### config.mk
export PLATFORM = sky130hd
export DESIGN_NAME = scmp_bus_initiator
export DESIGN_NICKNAME = d
export VERILOG_FILES = /design/src/rtl/scmp_bus_initiator.sv
export SDC_FILE = /design/constraint.sdc
export NUM_CORES = 1
export LEC_CHECK = 0
export CAP_MARGIN = 20
export CORE_UTILIZATION = 32
export DETAILED_ROUTE_END_ITERATION = 8
export SYNTH_ARGS = -nofsm -noshare
export SYNTH_HDL_FRONTEND = slang
export SYNTH_SLANG_ARGS = --single-unit
### constraint.sdc
create_clock -name clk -period 2.15 [get_ports clk]
set_input_delay 0.43 -clock clk [delete_from_list [all_inputs] [get_ports clk]]
set_output_delay 0.43 -clock clk [all_outputs]
set_load 0.01 [all_outputs]
### src/rtl/scmp_bus_initiator.sv
// SC/MP-style bus initiator: turns a valid/ready request into an ADS_n address/flag
// strobe followed by an RD_n or WR_n strobe, with responder wait (hold_n) and a
// one-cycle completion pulse. All bus outputs come straight from registers.
module scmp_bus_initiator #(
    parameter int ADS_CYC = 1,
    parameter int STB_CYC = 2,
    parameter int REC_CYC = 1
) (
    input  logic        clk,
    input  logic        rst_n,
    input  logic        req_valid,
    output logic        req_ready,
    input  logic        req_wr,
    input  logic [15:0] req_addr,
    input  logic [3:0]  req_flags,
    input  logic [7:0]  req_wdata,
    output logic        rsp_valid,
    output logic [7:0]  rsp_rdata,
    output logic [11:0] addr,
    output logic [7:0]  D_o,
    output logic        D_oe,
    input  logic [7:0]  D_i,
    input  logic        hold_n,
    output logic        ADS_n,
    output logic        RD_n,
    output logic        WR_n,
    output logic        busy
);

    if (ADS_CYC < 1 || ADS_CYC > 15 || STB_CYC < 1 || STB_CYC > 15 ||
        REC_CYC < 1 || REC_CYC > 15) begin : g_param_check
        $error("scmp_bus_initiator: ADS_CYC/STB_CYC/REC_CYC must be in 1..15");
    end

    // Phase counters count down to zero, so each phase loads its length minus one.
    localparam logic [3:0] ADS_LD = 4'(ADS_CYC - 1);
    localparam logic [3:0] STB_LD = 4'(STB_CYC - 1);
    localparam logic [3:0] REC_LD = 4'(REC_CYC - 1);

    typedef enum logic [2:0] {
        IDLE   = 3'd0,
        ADDR   = 3'd1,
        SETUP  = 3'd2,
        STROBE = 3'd3,
        RECOV  = 3'd4
    } state_t;

    state_t      state_q;
    logic [3:0]  cnt_q;
    logic        wr_q;
    logic [7:0]  wdata_q;
    logic        req_ready_q;
    logic        rsp_valid_q;
    logic [7:0]  rsp_rdata_q;
    logic [11:0] addr_q;
    logic [7:0]  D_o_q;
    logic        D_oe_q;
    logic        ADS_n_q;
    logic        RD_n_q;
    logic        WR_n_q;
    logic        busy_q;

    // Bus-cycle sequencer; every output is a register updated alongside the state.
    always_ff @(posedge clk or negedge rst_n) begin
        if (!rst_n) begin
            state_q     <= IDLE;
            cnt_q       <= 4'd0;
            wr_q        <= 1'b0;
            wdata_q     <= 8'h00;
            req_ready_q <= 1'b0;
            rsp_valid_q <= 1'b0;
            rsp_rdata_q <= 8'h00;
            addr_q      <= 12'h000;
            D_o_q       <= 8'h00;
            D_oe_q      <= 1'b0;
            ADS_n_q     <= 1'b1;
            RD_n_q      <= 1'b1;
            WR_n_q      <= 1'b1;
            busy_q      <= 1'b0;
        end else begin
            rsp_valid_q <= 1'b0;
            unique case (state_q)
                IDLE: begin
                    if (req_valid && req_ready_q) begin
                        state_q     <= ADDR;
                        cnt_q       <= ADS_LD;
                        wr_q        <= req_wr;
                        wdata_q     <= req_wdata;
                        addr_q      <= req_addr[11:0];
                        D_o_q       <= {req_flags, req_addr[15:12]};
                        D_oe_q      <= 1'b1;
                        ADS_n_q     <= 1'b0;
                        req_ready_q <= 1'b0;
                        busy_q      <= 1'b1;
                    end else begin
                        // Covers the first cycle after reset release.
                        req_ready_q <= 1'b1;
                    end
                end
                ADDR: begin
                    if (cnt_q == 4'd0) begin
                        state_q <= SETUP;
                        ADS_n_q <= 1'b1;
                        if (wr_q) begin
                            D_o_q <= wdata_q;
                        end else begin
                            D_oe_q <= 1'b0;
                        end
                    end else begin
                        cnt_q <= cnt_q - 4'd1;
                    end
                end
                SETUP: begin
                    state_q <= STROBE;
                    cnt_q   <= STB_LD;
                    if (wr_q) begin
                        WR_n_q <= 1'b0;
                    end else begin
                        RD_n_q <= 1'b0;
                    end
                end
                STROBE: begin
                    if (cnt_q != 4'd0) begin
                        cnt_q <= cnt_q - 4'd1;
                    end else if (hold_n) begin
                        // Ending edge: responder is ready, close the strobe.
                        state_q     <= RECOV;
                        cnt_q       <= REC_LD;
                        RD_n_q      <= 1'b1;
                        WR_n_q      <= 1'b1;
                        rsp_valid_q <= 1'b1;
                        if (!wr_q) begin
                            rsp_rdata_q <= D_i;
                        end
                    end
                    // hold_n low on the ending edge: stay one more cycle.
                end
                RECOV: begin
                    if (cnt_q == 4'd0) begin
                        state_q     <= IDLE;
                        D_oe_q      <= 1'b0;
                        req_ready_q <= 1'b1;
                        busy_q      <= 1'b0;
                    end else begin
                        cnt_q <= cnt_q - 4'd1;
                    end
                end
                default: begin
                    state_q <= IDLE;
                end
            endcase
        end
    end

    assign req_ready = req_ready_q;
    assign rsp_valid = rsp_valid_q;
    assign rsp_rdata = rsp_rdata_q;
    assign addr      = addr_q;
    assign D_o       = D_o_q;
    assign D_oe      = D_oe_q;
    assign ADS_n     = ADS_n_q;
    assign RD_n      = RD_n_q;
    assign WR_n      = WR_n_q;
    assign busy      = busy_q;

endmodule
* Word level (Yosys, flattened, before mapping) *
Index checks and enable logic that the tools add are counted.

cells by class
  shift-type cells = 0
  bitwise operators = 2
  reductions and logical operators = 21
  multiply operators = 0
  equal/unequal tests = 15
  add/sub/neg operators = 1
  $lt $le $gt $ge = 0
  multiplexer cells = 34
  div/mod/pow operators = 0

operator list
  kind                                                 count
  2-to-1 mux 8 bit                                     3
  inequality test 2 bit, second input constant         10
  AND reduction 4 bit                                  5
  2-to-1 mux 4 bit                                     4
  one-hot mux 4 bit (4 select lines)                   1
  one-hot mux 8 bit (2 select lines)                   1
  2-to-1 mux 3 bit                                     5
  one-hot mux 3 bit (5 select lines)                   1
  2-to-1 mux 1 bit                                     13
  one-hot mux 1 bit (2 select lines)                   5
  AND reduction 5 bit                                  2
  nonzero test 4 bit                                   2
  equality test 3 x 2 -> 1 bit, second input constant  2
  AND reduction 3 bit                                  2
  nonzero test 2 bit                                   3
  logical NOT 4 bit                                    1
  AND reduction 2 bit                                  2
  subtractor 4 x 1 -> 4 bit, second input constant     1
  equality test 3 x 1 -> 1 bit, second input constant  1
  equality test 3 bit, second input constant           1
  logical NOT 3 bit                                    1
  inequality test 3 bit, second input constant         1
  one-hot mux 1 bit (3 select lines)                   1
  nonzero test 3 bit                                   1
  3 further kinds                                      4

storage, ports and cells
  output and inout port bits = 35
  ROM bits = 0
  memories = 0
  register bits after elaboration = 51
  input bits = 41
  RAM bits = 0
  latch bits = 0
  logic and storage cells = 87

* Logic depth before layout (Yosys ltp) *
Gate-level depths: netlist (run 1).

  depth after elaboration = 4
  depth in mapped cells = 6

* Worst setup path after synthesis (run 1) *
Ideal clock, no wire load.

  path kind = reg-to-reg
  start point = register cnt_q[0]
  end point = register cnt_q[2]
  clock period less this slack = 1682 ps
  stages on the path, launching flop included = 7
  arrival time = 1559 ps
  slack = 468 ps
  buffers on the path = 0
  path through = dfrtp_1 -> inv_1 -> ha_1 -> or3b_4 -> a22oi_1 -> nor3b_1 -> a211o_1

between the ends
  word-level cells in the longest chain between the ends = 3
  elaborated cells between the ends (all ways) = 9
  those cells by class = add/sub (1); eq/ne (2); mux (3); reduce/logical (3)

RTL lines
  what                                                                       RTL line       source
  from (decl)                                                                49             logic [3:0] cnt_q;
  from (signal assigned)                                                     110            cnt_q <= cnt_q - 4'd1;
  from (signal assigned)                                                     124            cnt_q <= cnt_q - 4'd1;
  from (signal assigned)                                                     145            cnt_q <= cnt_q - 4'd1;
  subtractor 4 x 1 -> 4 bit (tied with other cells)                          110, 124, 145
  2-to-1 mux 4 bit (tied with other cells)                                   101, 139
  one-hot mux 4 bit (4 select lines) or AND reduction 4 bit (tied branches)  -

Parallel ways exist; a longest one is shown, timed or not. The select of a mux whose other input is x is not followed.
A chain may end at the register's enable or synchronous reset.

* Final worst setup path (run 1) *
Ends and elaborated chain as after synthesis.

==> metrics.md, run 1 <==
| Metric | Value |
|---|---|
| Run status | complete, no violations |
| Vias in the first global route | 1702 |
| Total die area | between 0.007 and 0.008 sq mm |
| Tcrit/Tclk final | 87.0% |
| Antenna Cells | 0 |
| Via count | 1611 |
| CP Class | flop to flop |
| Initial antenna violation count | 0 |
| CP endpoint kind | flop |
| Synth warn | 0 |
| ANT nets after route | 0 |
| #FFs+latches synth | 51 |
| Slew headroom | 61.7% |
| Leakage power | 1.42 nW |
| Cts-stage hold buffer count | 0 |
| Critical-path top delay cell | or3b_4 |
| GP Congestion | 0.792 |
| Peak VDD IR | ~0.54 mV |
| Clock root cell | clkbuf_8 |
| Worst-skew pair later-pin latency | around 0.30 ns |
| Initial DRC count | 56 |
| Post-route minimum period | approximately 1.9 ns |
| Final core utilization | 48.7% |
| Core area | 0.00683 sq mm |
| Area contributors post-synth | dfrtp_1 53%, mux2_2 18%, mux2_1 3.9% |
| Max incr delay on CP | 0.44 ns |
| Area leader, netlist | dfrtp_1 |
| Clk sinks | 51 |
| Reg2Reg Capture Point | cnt_q[2] |
| Worst path cell trace | inv_1 > ha_1 > or3b_4 > a22oi_1 > nor3b_1 > a211o_1 |
| Slew Viols, Final | 0 |
| Area post-placement | 0.00320 sq mm |
| PostCTS Resize Cnt | 0 |
| Reg2reg path depth | 6 |
| Row count | 30 |
| Avg Inst Size Synth | 13.2 sq um |
| Worst-path clk slew | 0.09 ns |
| Setup_tns | 0 ns |
| CP top delay family | compound AO/OA/AOI/OAI gates |
| Synthesized Nets | 215 |
| Commonest non-fill, non-tap cell in the layout | clkdlybuf4s50_1 |
| Gr ovfl total | 0 |
| Die height | approximately 86 microns |
| Critical Path RT | 2.34 ns |
| Initial Util | about a third |
| Post-route DRC | 0 |
| Die width | 86.5 microns |
| Global-route wire length before repair | 8260 microns |
| I/O pins | 76 |
| Postcts setup bufs | 0 |
| Most frequent cells in the layout | 74 x clkdlybuf4s50_1, 48 x dfrtp_1, 36 x mux2_2, 12 x nand2_1, 10 x buf_4 |
| Tightest Pin Transition | 0.575 ns |
| Worst path bufs/invs | 1 |
| Port Buffers | between 70 and 80 |
| CTS buffer count | 5 |
| Pwr/cell area | 1360 mW/mm^2 |
| RSZ-0062 raised after global routing | no |
| Worst reg-to-reg setup slack | 0.28 ns |
| Routed WL | slightly below 5000 microns |
| Hold Worst Slack | ~0.11 ns |
| Routed vias/inst | 4.53 |
| Worst Path Max Fanout | 5 |
| 1st-pass router iterations | 4 |
| Share of layout cells above drive strength 1 | 25.8% |
| FMAX | roughly 530 MHz |
| Yosys cell types | 40 |
| Final Net Count | 301 |
| Clock Skews | 0.00757 ns |
| Wire per inst | 13.7 microns |
| CTS tree | yes |
| Setup-failing EPs final | 0 |
| Reg-to-Reg Start | cnt_q[0] |
| Synth top area share | a little over half |
| Maximum clock insertion buffer count | 2 |
| Max_cap viols | 0 |
| Critical Path AT | 2.06 ns |
| Netlist area before placement | 0.00228 sq mm |
| Largest net degree at the start of global routing | 26 |
| Total power | 4.52 mW |
| Final Hold Fails | 0 |
| Post-DP HPWL | 3520 microns |
| Total GRT Usage | 14.4% |
| Final Cell Area | ~0.0033 sq mm |
| Area delta synth->final | 45.8% |
| H-tree depth | 2 |
| Sequential area share after synthesis | 56.1% |
| Syn Inst Count | 173 |
| Tightest Hold Check Type | input port to async pin |
| Startpoint class of the critical path | flop |
[area by class of cell]
cell class | instances | area [sq um]
clock buffer | 6 | 72.6
inverter | 7 | 26.3
sequential | 51 | 1280
tap | 96 | 120
multi-input combinational | 108 | 928
timing repair buffer | 86 | 841
clock inverter | 2 | 60.1
fill | 619 | 3500
[kinds of logic (layout without fill, tap and decap cells)]
family          count (synthesis)  in the layout  share of synthesized area (%)
compound gates                 24             24                           7.24
xor+xnor                        1              1                          0.384
fa+ha+maj                       1              1                          0.548
buf+inv                        14            101                           3.24
flops                          51             51                           56.1
mux                            44             44                           21.7
simple gates                   38             38                           10.8
[power by group]
| part | leakage [nW] | switching, mW | internal (mW) |
|---|---|---|---|
| combinational | 0.737 | 0.808 | 1.22 |
| sequential | 0.617 | 0.293 | 1.43 |
| clock | 0.0654 | 0.308 | 0.465 |
[worst max path at each step]
stage	cells after the start	slack, ns	from	end
5_1_grt	6	0.19	cnt_q[0]	rsp_rdata[7]
2_1_floorplan	6	0.47	cnt_q[0]	cnt_q[2]
3_5_place_dp	5	0.1	req_valid	wdata_q[3]
6_report	6	0.28	cnt_q[0]	cnt_q[2]
4_1_cts	6	0.28	cnt_q[0]	cnt_q[2]
3_3_place_gp	5	0.13	req_valid	addr[11]
[metrics by stage]
| stage | instances | setup WS (ns) |
|---|---|---|
| 4_1_cts | 356 | 0.278 |
| 5_1_grt | 356 | 0.185 |
| 3_5_place_dp | 348 | 0.0979 |
| 6_report | 356 | 0.279 |
| 2_1_floorplan | 173 | 0.468 |
| 3_3_place_gp | 348 | 0.126 |
[cells in the mapped netlist, drive strengths merged]
| master | instances |
|---|---|
| or3 | 2 |
| a21oi | 6 |
| nor4 | 1 |
| o21ai | 6 |
| a211o | 1 |
| dfstp | 3 |
| dfrtp | 48 |
| nand3 | 3 |
| nand2b | 2 |
| o31ai | 2 |
| and3 | 1 |
| and2 | 1 |
| nand3b | 1 |
| a31oi | 1 |
| nor2b | 2 |
| nor2 | 6 |
| o32a | 1 |
| o211ai | 3 |
| nand2 | 12 |
| a32oi | 1 |
| ha | 1 |
| buf | 7 |
| or3b | 1 |
| nor3b | 4 |
| nor3 | 1 |
| a211oi | 1 |
| a41o | 1 |
| inv | 7 |
| a22oi | 1 |
| xor2 | 1 |
| mux2 | 44 |
| nand4 | 1 |
[registers in the layout (all words and copies together), names as in the netlist]
register / count
RD_n: 1
D_oe: 1
req_ready: 1
WR_n: 1
D_o: 8
ADS_n: 1
rsp_valid: 1
state_q: 3
addr: 12
wdata_q: 8
cnt_q: 4
busy: 1
wr_q: 1
rsp_rdata: 8
[routing by layer]
metal  global-route usage, %  vias to the layer above  part of all wire, %  wire length (microns)
li1                        -                      785                    -                      -
met1                    19.5                      771                   48                   2360
met2                    22.3                       46                   45                   2210
met3                    3.90                        9                  5.1                    249
met4                    5.00                        0                  1.5                     71
met5                       0                        -                    0                      0
Power figures use the tool's default switching activity.
==> run 2: changes to the inputs <==
--- a/config.mk
+++ b/config.mk
@@ -8,6 +8,7 @@
 export CAP_MARGIN = 20
 export CORE_UTILIZATION = 32
 export DETAILED_ROUTE_END_ITERATION = 8
+export SLEW_MARGIN = 15
 export SYNTH_ARGS = -nofsm -noshare
 export SYNTH_HDL_FRONTEND = slang
 export SYNTH_SLANG_ARGS = --single-unit
==> results of run 2 <==
Same layout as run 1: the final DEF is identical, and so are final timing and power.
